### src/rtl/letter_entry_encoder.sv
// Pushbutton front end for the hangman letter path: debounces three keys, scrolls a
// cursor letter (1..26), offers committed guesses over valid/ready and rejects repeats.
module letter_entry_encoder #(
  parameter int DEBOUNCE_CYCLES = 250000,
  parameter int CNT_W           = 18
) (
  input  logic       clock,
  input  logic       reset,
  input  logic       new_game,
  input  logic       key_up,
  input  logic       key_down,
  input  logic       key_enter,
  input  logic       guess_ready,
  output logic [4:0] letter_code,
  output logic [4:0] guess_code,
  output logic       guess_valid,
  output logic       dup_flag,
  output logic [4:0] guess_count
);

  localparam int                NUM_KEYS    = 3;
  localparam int                KEY_UP      = 0;
  localparam int                KEY_DOWN    = 1;
  localparam int                KEY_ENTER   = 2;
  localparam logic [CNT_W-1:0]  LP_CNT_LAST = CNT_W'(DEBOUNCE_CYCLES - 1);
  localparam logic [4:0]        LP_FIRST    = 5'd1;
  localparam logic [4:0]        LP_LAST     = 5'd26;

  typedef enum logic {
    ST_SELECT = 1'b0,
    ST_OFFER  = 1'b1
  } state_t;

  // ---------------------------------------------------------------------------
  // Input conditioning: synchroniser, stability counter, press-edge detect
  // ---------------------------------------------------------------------------
  logic [NUM_KEYS-1:0] w_raw;
  logic [NUM_KEYS-1:0] r_sync1;
  logic [NUM_KEYS-1:0] r_sync2;
  logic [NUM_KEYS-1:0] r_deb;
  logic [CNT_W-1:0]    r_cnt [NUM_KEYS];
  logic [NUM_KEYS-1:0] w_flip;
  logic [NUM_KEYS-1:0] w_press;

  assign w_raw = {key_enter, key_down, key_up};

  // The press event fires in the same cycle the debounced level is about to rise,
  // so the cursor moves on the very edge the level is accepted.
  always_comb begin
    // NOTE: every combinational output gets a default first so no path leaves it unassigned (no latch).
    w_flip  = '0;
    w_press = '0;
    for (int i = 0; i < NUM_KEYS; i++) begin
      w_flip[i]  = (r_sync2[i] != r_deb[i]) && (r_cnt[i] == LP_CNT_LAST);
      w_press[i] = w_flip[i] && r_sync2[i];
    end
  end

  always_ff @(posedge clock) begin
    // NOTE: sequential state uses non-blocking assignments so every register sees pre-edge values.
    if (reset) begin
      r_sync1 <= '0;
      r_sync2 <= '0;
      r_deb   <= '0;
      // NOTE: the counter array is small and must start from zero, so it is reset element by element.
      for (int i = 0; i < NUM_KEYS; i++) begin
        r_cnt[i] <= '0;
      end
    end else begin
      r_sync1 <= w_raw;
      r_sync2 <= r_sync1;
      for (int i = 0; i < NUM_KEYS; i++) begin
        if (r_sync2[i] == r_deb[i]) begin
          r_cnt[i] <= '0;
        end else if (w_flip[i]) begin
          r_deb[i] <= ~r_deb[i];
          r_cnt[i] <= '0;
        end else begin
          r_cnt[i] <= r_cnt[i] + CNT_W'(1);
        end
      end
    end
  end

  // ---------------------------------------------------------------------------
  // Letter selection / guess offer state machine
  // ---------------------------------------------------------------------------
  state_t      r_state;
  state_t      w_state_next;
  logic [4:0]  r_letter;
  logic [4:0]  w_letter_next;
  logic [4:0]  r_guess;
  logic [4:0]  w_guess_next;
  logic        r_valid;
  logic        w_valid_next;
  logic        r_dup;
  logic        w_dup_next;
  logic [4:0]  r_count;
  logic [4:0]  w_count_next;
  logic [31:0] r_used;
  logic [31:0] w_used_next;
  logic        w_step_up;
  logic        w_step_down;

  // Simultaneous up and down cancel each other.
  assign w_step_up   = w_press[KEY_UP]   && !w_press[KEY_DOWN];
  assign w_step_down = w_press[KEY_DOWN] && !w_press[KEY_UP];

  always_comb begin
    w_state_next  = r_state;
    w_letter_next = r_letter;
    w_guess_next  = r_guess;
    w_valid_next  = r_valid;
    w_dup_next    = 1'b0;
    w_count_next  = r_count;
    w_used_next   = r_used;

    if (new_game) begin
      w_state_next  = ST_SELECT;
      w_letter_next = LP_FIRST;
      w_valid_next  = 1'b0;
      w_count_next  = '0;
      w_used_next   = '0;
    end else begin
      unique case (r_state)
        ST_SELECT: begin
          if (w_press[KEY_ENTER]) begin
            if (r_used[r_letter]) begin
              w_dup_next = 1'b1;
            end else begin
              w_guess_next = r_letter;
              w_valid_next = 1'b1;
              w_state_next = ST_OFFER;
            end
          end else if (w_step_up) begin
            w_letter_next = (r_letter == LP_LAST) ? LP_FIRST : r_letter + 5'd1;
          end else if (w_step_down) begin
            w_letter_next = (r_letter == LP_FIRST) ? LP_LAST : r_letter - 5'd1;
          end
        end
        ST_OFFER: begin
          // Key events are dropped here; only the handshake moves the machine on.
          if (r_valid && guess_ready) begin
            w_valid_next         = 1'b0;
            w_used_next[r_guess] = 1'b1;
            w_count_next         = (r_count == LP_LAST) ? LP_LAST : r_count + 5'd1;
            w_state_next         = ST_SELECT;
          end
        end
        default: begin
          w_state_next = ST_SELECT;
        end
      endcase
    end
  end

  always_ff @(posedge clock) begin
    if (reset) begin
      r_state  <= ST_SELECT;
      r_letter <= LP_FIRST;
      r_guess  <= '0;
      r_valid  <= 1'b0;
      r_dup    <= 1'b0;
      r_count  <= '0;
      r_used   <= '0;
    end else begin
      r_state  <= w_state_next;
      r_letter <= w_letter_next;
      r_guess  <= w_guess_next;
      r_valid  <= w_valid_next;
      r_dup    <= w_dup_next;
      r_count  <= w_count_next;
      r_used   <= w_used_next;
    end
  end

  assign letter_code = r_letter;
  assign guess_code  = r_guess;
  assign guess_valid = r_valid;
  assign dup_flag    = r_dup;
  assign guess_count = r_count;

endmodule

### config.mk
export PLATFORM = sky130hd
export DESIGN_NAME = letter_entry_encoder
export DESIGN_NICKNAME = d
export VERILOG_FILES = /design/src/rtl/letter_entry_encoder.sv
export SDC_FILE = /design/constraint.sdc
export NUM_CORES = 1
export LEC_CHECK = 0
export CAP_MARGIN = 40
export CELL_PAD_IN_SITES_DETAIL_PLACEMENT = 0
export CELL_PAD_IN_SITES_GLOBAL_PLACEMENT = 1
export CORE_MARGIN = 1.5
export CORE_UTILIZATION = 50
export DETAILED_ROUTE_END_ITERATION = 12
export PLACE_DENSITY_LB_ADDON = 0.1
export SYNTH_ARGS = -nofsm -noshare
export SYNTH_HDL_FRONTEND = slang
export SYNTH_SLANG_ARGS = --single-unit
### constraint.sdc
create_clock -name clock -period 5.5 [get_ports clock]
set_input_delay 1.1 -clock clock [delete_from_list [all_inputs] [get_ports clock]]
set_output_delay 1.1 -clock clock [all_outputs]
set_load 0.05 [all_outputs]
==> results of run 1 <==
## cell type report
type	count	share of cell area, %
Clock buffer	28	8.14
Inverter	15	0.835
Timing Repair Buffer	29	3.93
Tap cell	140	2.60
Sequential cell	113	41.6
Multi-Input combinational cell	472	42.6
Clock inverter	4	0.297
## cell usage after synthesis, types with 2 or more instances
library cell / n / share of area (%)
inv_1: 15 / 0.98
buf_2: 4 / 0.35
and4_1: 5 / 0.76
a211oi_1: 3 / 0.39
clkbuf_8: 5 / 1.2
nor2b_1: 8 / 0.87
nor3_1: 19 / 1.7
or2b_2: 9 / 1.4
or2_2: 3 / 0.33
a31oi_1: 5 / 0.54
ha_1: 10 / 2.2
a311oi_1: 3 / 0.46
nor4_1: 2 / 0.22
nor3b_1: 5 / 0.65
nand4_4: 2 / 0.74
and3_1: 7 / 0.76
nand3_1: 25 / 2.2
dfxtp_1: 59 / 21
and3b_1: 3 / 0.46
mux2i_1: 10 / 1.7
xnor2_1: 32 / 4.9
nand4_1: 11 / 1.2
xor2_1: 23 / 3.5
mux4_2: 6 / 2.4
edfxtp_1: 54 / 28
nor2_1: 119 / 7.8
o21ai_0: 8 / 0.70
o31ai_1: 2 / 0.26
or3_1: 6 / 0.65
clkbuf_1: 9 / 0.59
nand2_1: 29 / 1.9
nand3b_1: 2 / 0.26
nor4b_1: 3 / 0.46
a21oi_1: 35 / 3.0
mux2_2: 2 / 0.39
## report_power, final
part	internal (uW)	switching [uW]	leakage (uW)
logic	20.5	28.9	0.00105
registers	902	19.4	0.00103
clock network	674	360	0.000284
total	1600	408	0.00236
## through the flow
stage,hold WS [ps],worst slack (ps),instance area [um2]
after CTS,454,2320,6740
after detailed placement,440,2380,6170
final,447,2320,6740
after global placement,436,2410,6150
after global routing,467,2240,6740
after floorplan,414,3020,5940
## routing by layer
| metal | share of wire, % | vias up |
|---|---|---|
| met4 | 1.4 | 0 |
| li1 | - | 2112 |
| met5 | 0 | - |
| met3 | 3.2 | 9 |
| met2 | 46 | 63 |
| met1 | 49 | 1988 |
## state kept, by name, summed over array words and instances (netlist names)
register and count:
r_state 1, r_cnt 54, r_used 32, guess_count 5
r_sync1 3, r_deb 3, guess_code 5, guess_valid 1
dup_flag 1, letter_code 5, r_sync2 3
## worst max-delay path by stage
| stage | end | slack (ps) | cells past startpoint | start |
|---|---|---|---|---|
| 2_1_floorplan | guess_code[0]$_SDFFE_PP0P_ | 3020 | 6 | letter_code[0]$_SDFFE_PP1P_ |
| 3_3_place_gp | letter_code[4]$_SDFFE_PP0P_ | 2410 | 3 | reset |
| 4_1_cts | letter_code[3] | 2320 | 1 | letter_code[3]$_SDFFE_PP0P_ |
| 6_report | letter_code[3] | 2320 | 1 | letter_code[3]$_SDFFE_PP0P_ |
| 3_5_place_dp | r_cnt[1][17]$_SDFFCE_PN0P_ | 2380 | 3 | reset |
| 5_1_grt | letter_code[3] | 2240 | 1 | letter_code[3]$_SDFFE_PP0P_ |
## cells by family after synthesis
kind of cell,Yosys count
AO/OA/AOI/OAI,64
XOR/XNOR,55
adder cells (fa/ha/maj),10
buffers and inverters,39
flip-flops,113
multiplexers,18
other,1
AND/OR/NAND/NOR,271
## cells in the final DEF, fill, tap and decap left out, types with 9 or more instances in the layout
cell type          n
clkbuf_16         19
xor2_1            23
mux2i_1           10
a21oi_1           35
xnor2_1           32
edfxtp_1          54
clkdlybuf4s50_1   23
nand3_1           25
dfxtp_1           59
nor3_1            19
ha_1              10
nand2_1           29
inv_1             15
nand4_1           11
conb_1            54
nor2_1           119
or2b_2             9
==> impl_metrics.tcl, run 1 <==
set metrics [dict create \
    core_area_um2 11000 \
    clockRootBuffer "clkbuf_16" \
    synthArstFlopShare_pct 0 \
    drc 0 \
    synth-main-ff-cell "dfxtp_1" \
    area_growth_pct 17.4 \
    p_leak_uw 0.00236 \
    fin_tns_setup_ps 0 \
    cts_buffers 17 \
    cellPowerDensity_nw_per_um2 297 \
    critPathArrivalTime_ps 2080 \
    synth_compound_area_share_pct 6.88 \
    antenna_found_initial 0 \
    dieArea_um2 12100 \
    grtUsageMet1_pct 26.4 \
    rr_worst_depth 9 \
    r2r_start "r_cnt[0][6]$_SDFFCE_PN0P_" \
    criticalPathCategory "reg2out" \
    grt_overflow 0 \
    irDropWorstVdd_mv 0.228 \
    final-hold-violation-count 0 \
    dr.pass1.iters 5 \
    critPathTopFamily "buffers and inverters" \
    clk_pin_slew_ps 50 \
    yosys_warnings 0 \
    post-route-util_pct 61.1 \
    wire_per_inst_um 13.9 \
    worstMarginPinSlew_ps 789 \
    die_x_um 110 \
    min_path_type "reg2reg" \
    drt_wl_total_um 11200 \
    rsz0062_at_grt "no" \
    fillCellCount 927 \
    grt.total_usage_pct 20.6 \
    die_y_um 110 \
    hold_depth 1 \
    cts_max_path_buffers 2 \
    syn_avg_cell_area_um2 10.1 \
    start_kind "flop" \
    fin_crit_sh_pct 57.8 \
    drt_iter0_drc 263 \
    cp_slowest_stage_delay_ps 930 \
    clock_sinks 113 \
    synthCells 571 \
    grt_pass1_wl_um 19000 \
    initial_core_util_pct 52.1 \
    synth_seq_cells 113 \
    synthXorXnorAreaFrac_pct 8.39 \
    ys_seq_area_share_pct 48.8 \
    cp.buffers_inverters 1 \
    area.sequential_um2 2800 \
    grt_start_max_net_pins 40 \
    synth_fa_ha_area_share_pct 2.18 \
    htree_levels 4 \
    hold_path_end "r_sync2[0]$_SDFF_PP0_" \
    hpwl_um 7470 \
    rows 38 \
    critPathCaptureType "primary output" \
    fin_nets 665 \
    cts_setup_buffers 0 \
    slowest_stage "clkdlybuf4s50_1" \
    worstPathMaxFanout 17 \
    layout-drive-gt1-share_pct 10.1 \
    synth_cell_types 63 \
    setup_viol 0 \
    worstHoldStart "r_sync1[0]$_SDFF_PP0_" \
    insertion_delay_ps 410 \
    gp_congestion 0.783 \
    power_uw 2000 \
    instances_no_fill 801 \
    finClkSkew_ps 6.34 \
    synth_top_family_by_area "simple AND/OR/NAND/NOR gates" \
    numPortBuffers 23 \
    dp_cells 769 \
    cts_hold_buf 0 \
    slew_viol_final 0 \
    grtUsageMet2_pct 32.9 \
    maxSlewHeadroom_pct 47.0 \
    dr_total_vias 4172 \
    synth-simple-area-share_pct 24.6 \
    io_pins 24 \
    worstPathCellList "clkdlybuf4s50_1" \
    via_per_inst 5.21 \
    antenna_left 0 \
    synth_mux_area_share_pct 4.49 \
    synth-edff-count 54 \
    busiest_layer "met2" \
    fmax_mhz 314 \
    worst_r2r_endpoint "letter_code[3]$_SDFFE_PP0P_" \
    finalCriticalPeriod_ps 3180 \
    diodes 0 \
    multi_input_area_um2 2880 \
    r2r_setup_slack_ps 2770 \
    cap_violations 0 \
    cts_tree "done" \
    critical_path_required_ps 4400 \
    cts_resized 0 \
    synth_area_um2 5740 \
    status "complete, no violations" \
    use_met3_pct 6.23 \
    grt_pass1_vias 4005 \
]
Power figures use the tool's default switching activity.
==> run 2, diff against run 1 <==
--- a/config.mk
+++ b/config.mk
@@ -9,7 +9,7 @@
 export CELL_PAD_IN_SITES_DETAIL_PLACEMENT = 0
 export CELL_PAD_IN_SITES_GLOBAL_PLACEMENT = 1
 export CORE_MARGIN = 1.5
-export CORE_UTILIZATION = 50
+export CORE_UTILIZATION = 48
 export DETAILED_ROUTE_END_ITERATION = 12
 export PLACE_DENSITY_LB_ADDON = 0.1
 export SYNTH_ARGS = -nofsm -noshare
==> constraint.sdc (replaced) <==
create_clock -name clock -period 3.02 [get_ports clock]
set_input_delay 0.604 -clock clock [delete_from_list [all_inputs] [get_ports clock]]
set_output_delay 0.604 -clock clock [all_outputs]
set_load 0.05 [all_outputs]
==> impl_metrics.tcl, run 2 (synthesis gave the netlist of run 1 again) <==
set metrics [dict create \
    clock_sinks 113 \
    fin_tns_setup_ps 0 \
    dieArea_um2 12600 \
    critPathArrivalTime_ps 2130 \
    grt_pass1_wl_um 20000 \
    r2r_setup_slack_ps 300 \
    cellPowerDensity_nw_per_um2 552 \
    rr_worst_depth 9 \
    setup_viol 0 \
    grt_overflow 0 \
    layout-drive-gt1-share_pct 10.7 \
    mostFrequentLayoutCell "nor2_1" \
    layout_setup_ws_ps 290 \
    multi_input_area_um2 2880 \
    cts_setup_buffers 0 \
    core_area_um2 11600 \
    slowest_stage "clkdlybuf4s50_1" \
    cp.buffers_inverters 1 \
    r2r_start "r_cnt[0][6]$_SDFFCE_PN0P_" \
    grt.total_usage_pct 20.0 \
    cts_hold_buf 0 \
    dp_cells 774 \
    worst_r2r_endpoint "letter_code[3]$_SDFFE_PP0P_" \
    drt_iter0_drc 237 \
    hold_depth 1 \
    fillCellCount 1002 \
    hpwl_um 7870 \
    critPathTopFamily "buffers and inverters" \
    wire_per_inst_um 14.3 \
    cts_resized 0 \
    fin_crit_sh_pct 90.4 \
    final_cell_mix "119 x nor2_1, 59 x dfxtp_1, 54 x edfxtp_1, 54 x conb_1, 35 x a21oi_1" \
    maxSlewHeadroom_pct 49.5 \
    fin_nets 667 \
    final-hold-violation-count 0 \
    dr_total_vias 4177 \
    irDropWorstVdd_mv 0.321 \
    numPortBuffers 23 \
    area_growth_pct 18.3 \
    rows 39 \
    critPathCaptureType "primary output" \
    via_per_inst 5.18 \
    finalCriticalPeriod_ps 2730 \
    drt_wl_total_um 11500 \
    cp_slowest_stage_delay_ps 930 \
    worstPathCellList "clkdlybuf4s50_1" \
    drc 0 \
    top_regs "r_cnt x54, r_used x32" \
    slew_viol_final 0 \
    status "complete, no violations" \
    criticalPathCategory "reg2out" \
    gp_congestion 0.815 \
    dr.pass1.iters 7 \
    worstHoldStart "r_sync1[1]$_SDFF_PP0_" \
    place_ws_ps 325 \
    die_y_um 112 \
    hold_path_end "r_sync2[1]$_SDFF_PP0_" \
    critical_path_required_ps 2420 \
    worstPathMaxFanout 13 \
    fmax_mhz 366 \
    grt_pass1_vias 4151 \
    clk_pin_slew_ps 60 \
    min_path_type "reg2reg" \
    post-route-util_pct 58.7 \
    antenna_left 0 \
    instances_no_fill 806 \
    largest_reg_flops 54 \
    htree_levels 4 \
    cap_violations 0 \
    rsz0062_at_grt "no" \
    worstMarginPinSlew_ps 758 \
    finClkSkew_ps 4.59 \
    top_register "r_cnt" \
    die_x_um 112 \
    diodes 0 \
    cts_max_path_buffers 2 \
    p_leak_uw 0.00238 \
    insertion_delay_ps 410 \
    grt_start_max_net_pins 40 \
    initial_core_util_pct 49.7 \
    clockRootBuffer "clkbuf_16" \
    cts_tree "done" \
    cts_buffers 17 \
    area.sequential_um2 2800 \
    io_pins 24 \
    start_kind "flop" \
    antenna_found_initial 0 \
]
[run 2: cell types whose count changed in the layout (fill, tap and decap cells not counted)]
cell,delta
bufinv_16,+2
clkbuf_1,-3
clkinv_1,+1
clkinvlp_4,+2
inv_4,+1
buf_4,+6
clkbuf_16,-1
buf_2,-4
clkbuf_8,-2
[run 2: routing by layer]
layer / global-route usage, % / part of all wire [%] / vias to the layer above
met4: 7.51 / 1.4 / 0
li1: - / - / 2118
met3: 5.62 / 3.5 / 13
met5: 0 / 0 / -
met1: 25.6 / 48 / 1985
met2: 32.4 / 47 / 61
[run 2: where the power goes]
group	total [uW]	switching [uW]	internal [uW]
clock	1980	685	1300
sequential	1680	35.8	1640
combinational	92.7	54.6	38.1
[run 2: worst max path at each step]
stage	startpoint	endpoint	slack, ps	cells past startpoint
6_report	letter_code[1]$_SDFFE_PP0P_	letter_code[1]	290	1
5_1_grt	r_cnt[1][5]$_SDFFCE_PN0P_	letter_code[3]$_SDFFE_PP0P_	60	10
4_1_cts	letter_code[0]$_SDFFE_PP1P_	letter_code[0]	240	2
3_5_place_dp	r_cnt[0][6]$_SDFFCE_PN0P_	letter_code[3]$_SDFFE_PP0P_	320	9
3_3_place_gp	r_cnt[0][6]$_SDFFCE_PN0P_	letter_code[3]$_SDFFE_PP0P_	400	9
2_1_floorplan	letter_code[0]$_SDFFE_PP1P_	guess_code[0]$_SDFFE_PP0P_	540	6
[run 2: cell type report]
class	count	share of cell area [%]
multi-input cells	472	42.3
flip-flops and latches	113	41.3
clock buffers	22	7.15
repair buffers	31	4.27
well taps	143	2.63
clock inverters	10	1.55
inverters	15	0.829
[run 2: metrics by stage]
step	total power (uW)	hold WS [ps]	area [um2]
after CTS	3780	445	6790
after global placement	1800	426	6200
after floorplan	1770	414	5940
after global routing	3860	463	6790
final	3750	438	6790
after detailed placement	1800	434	6200
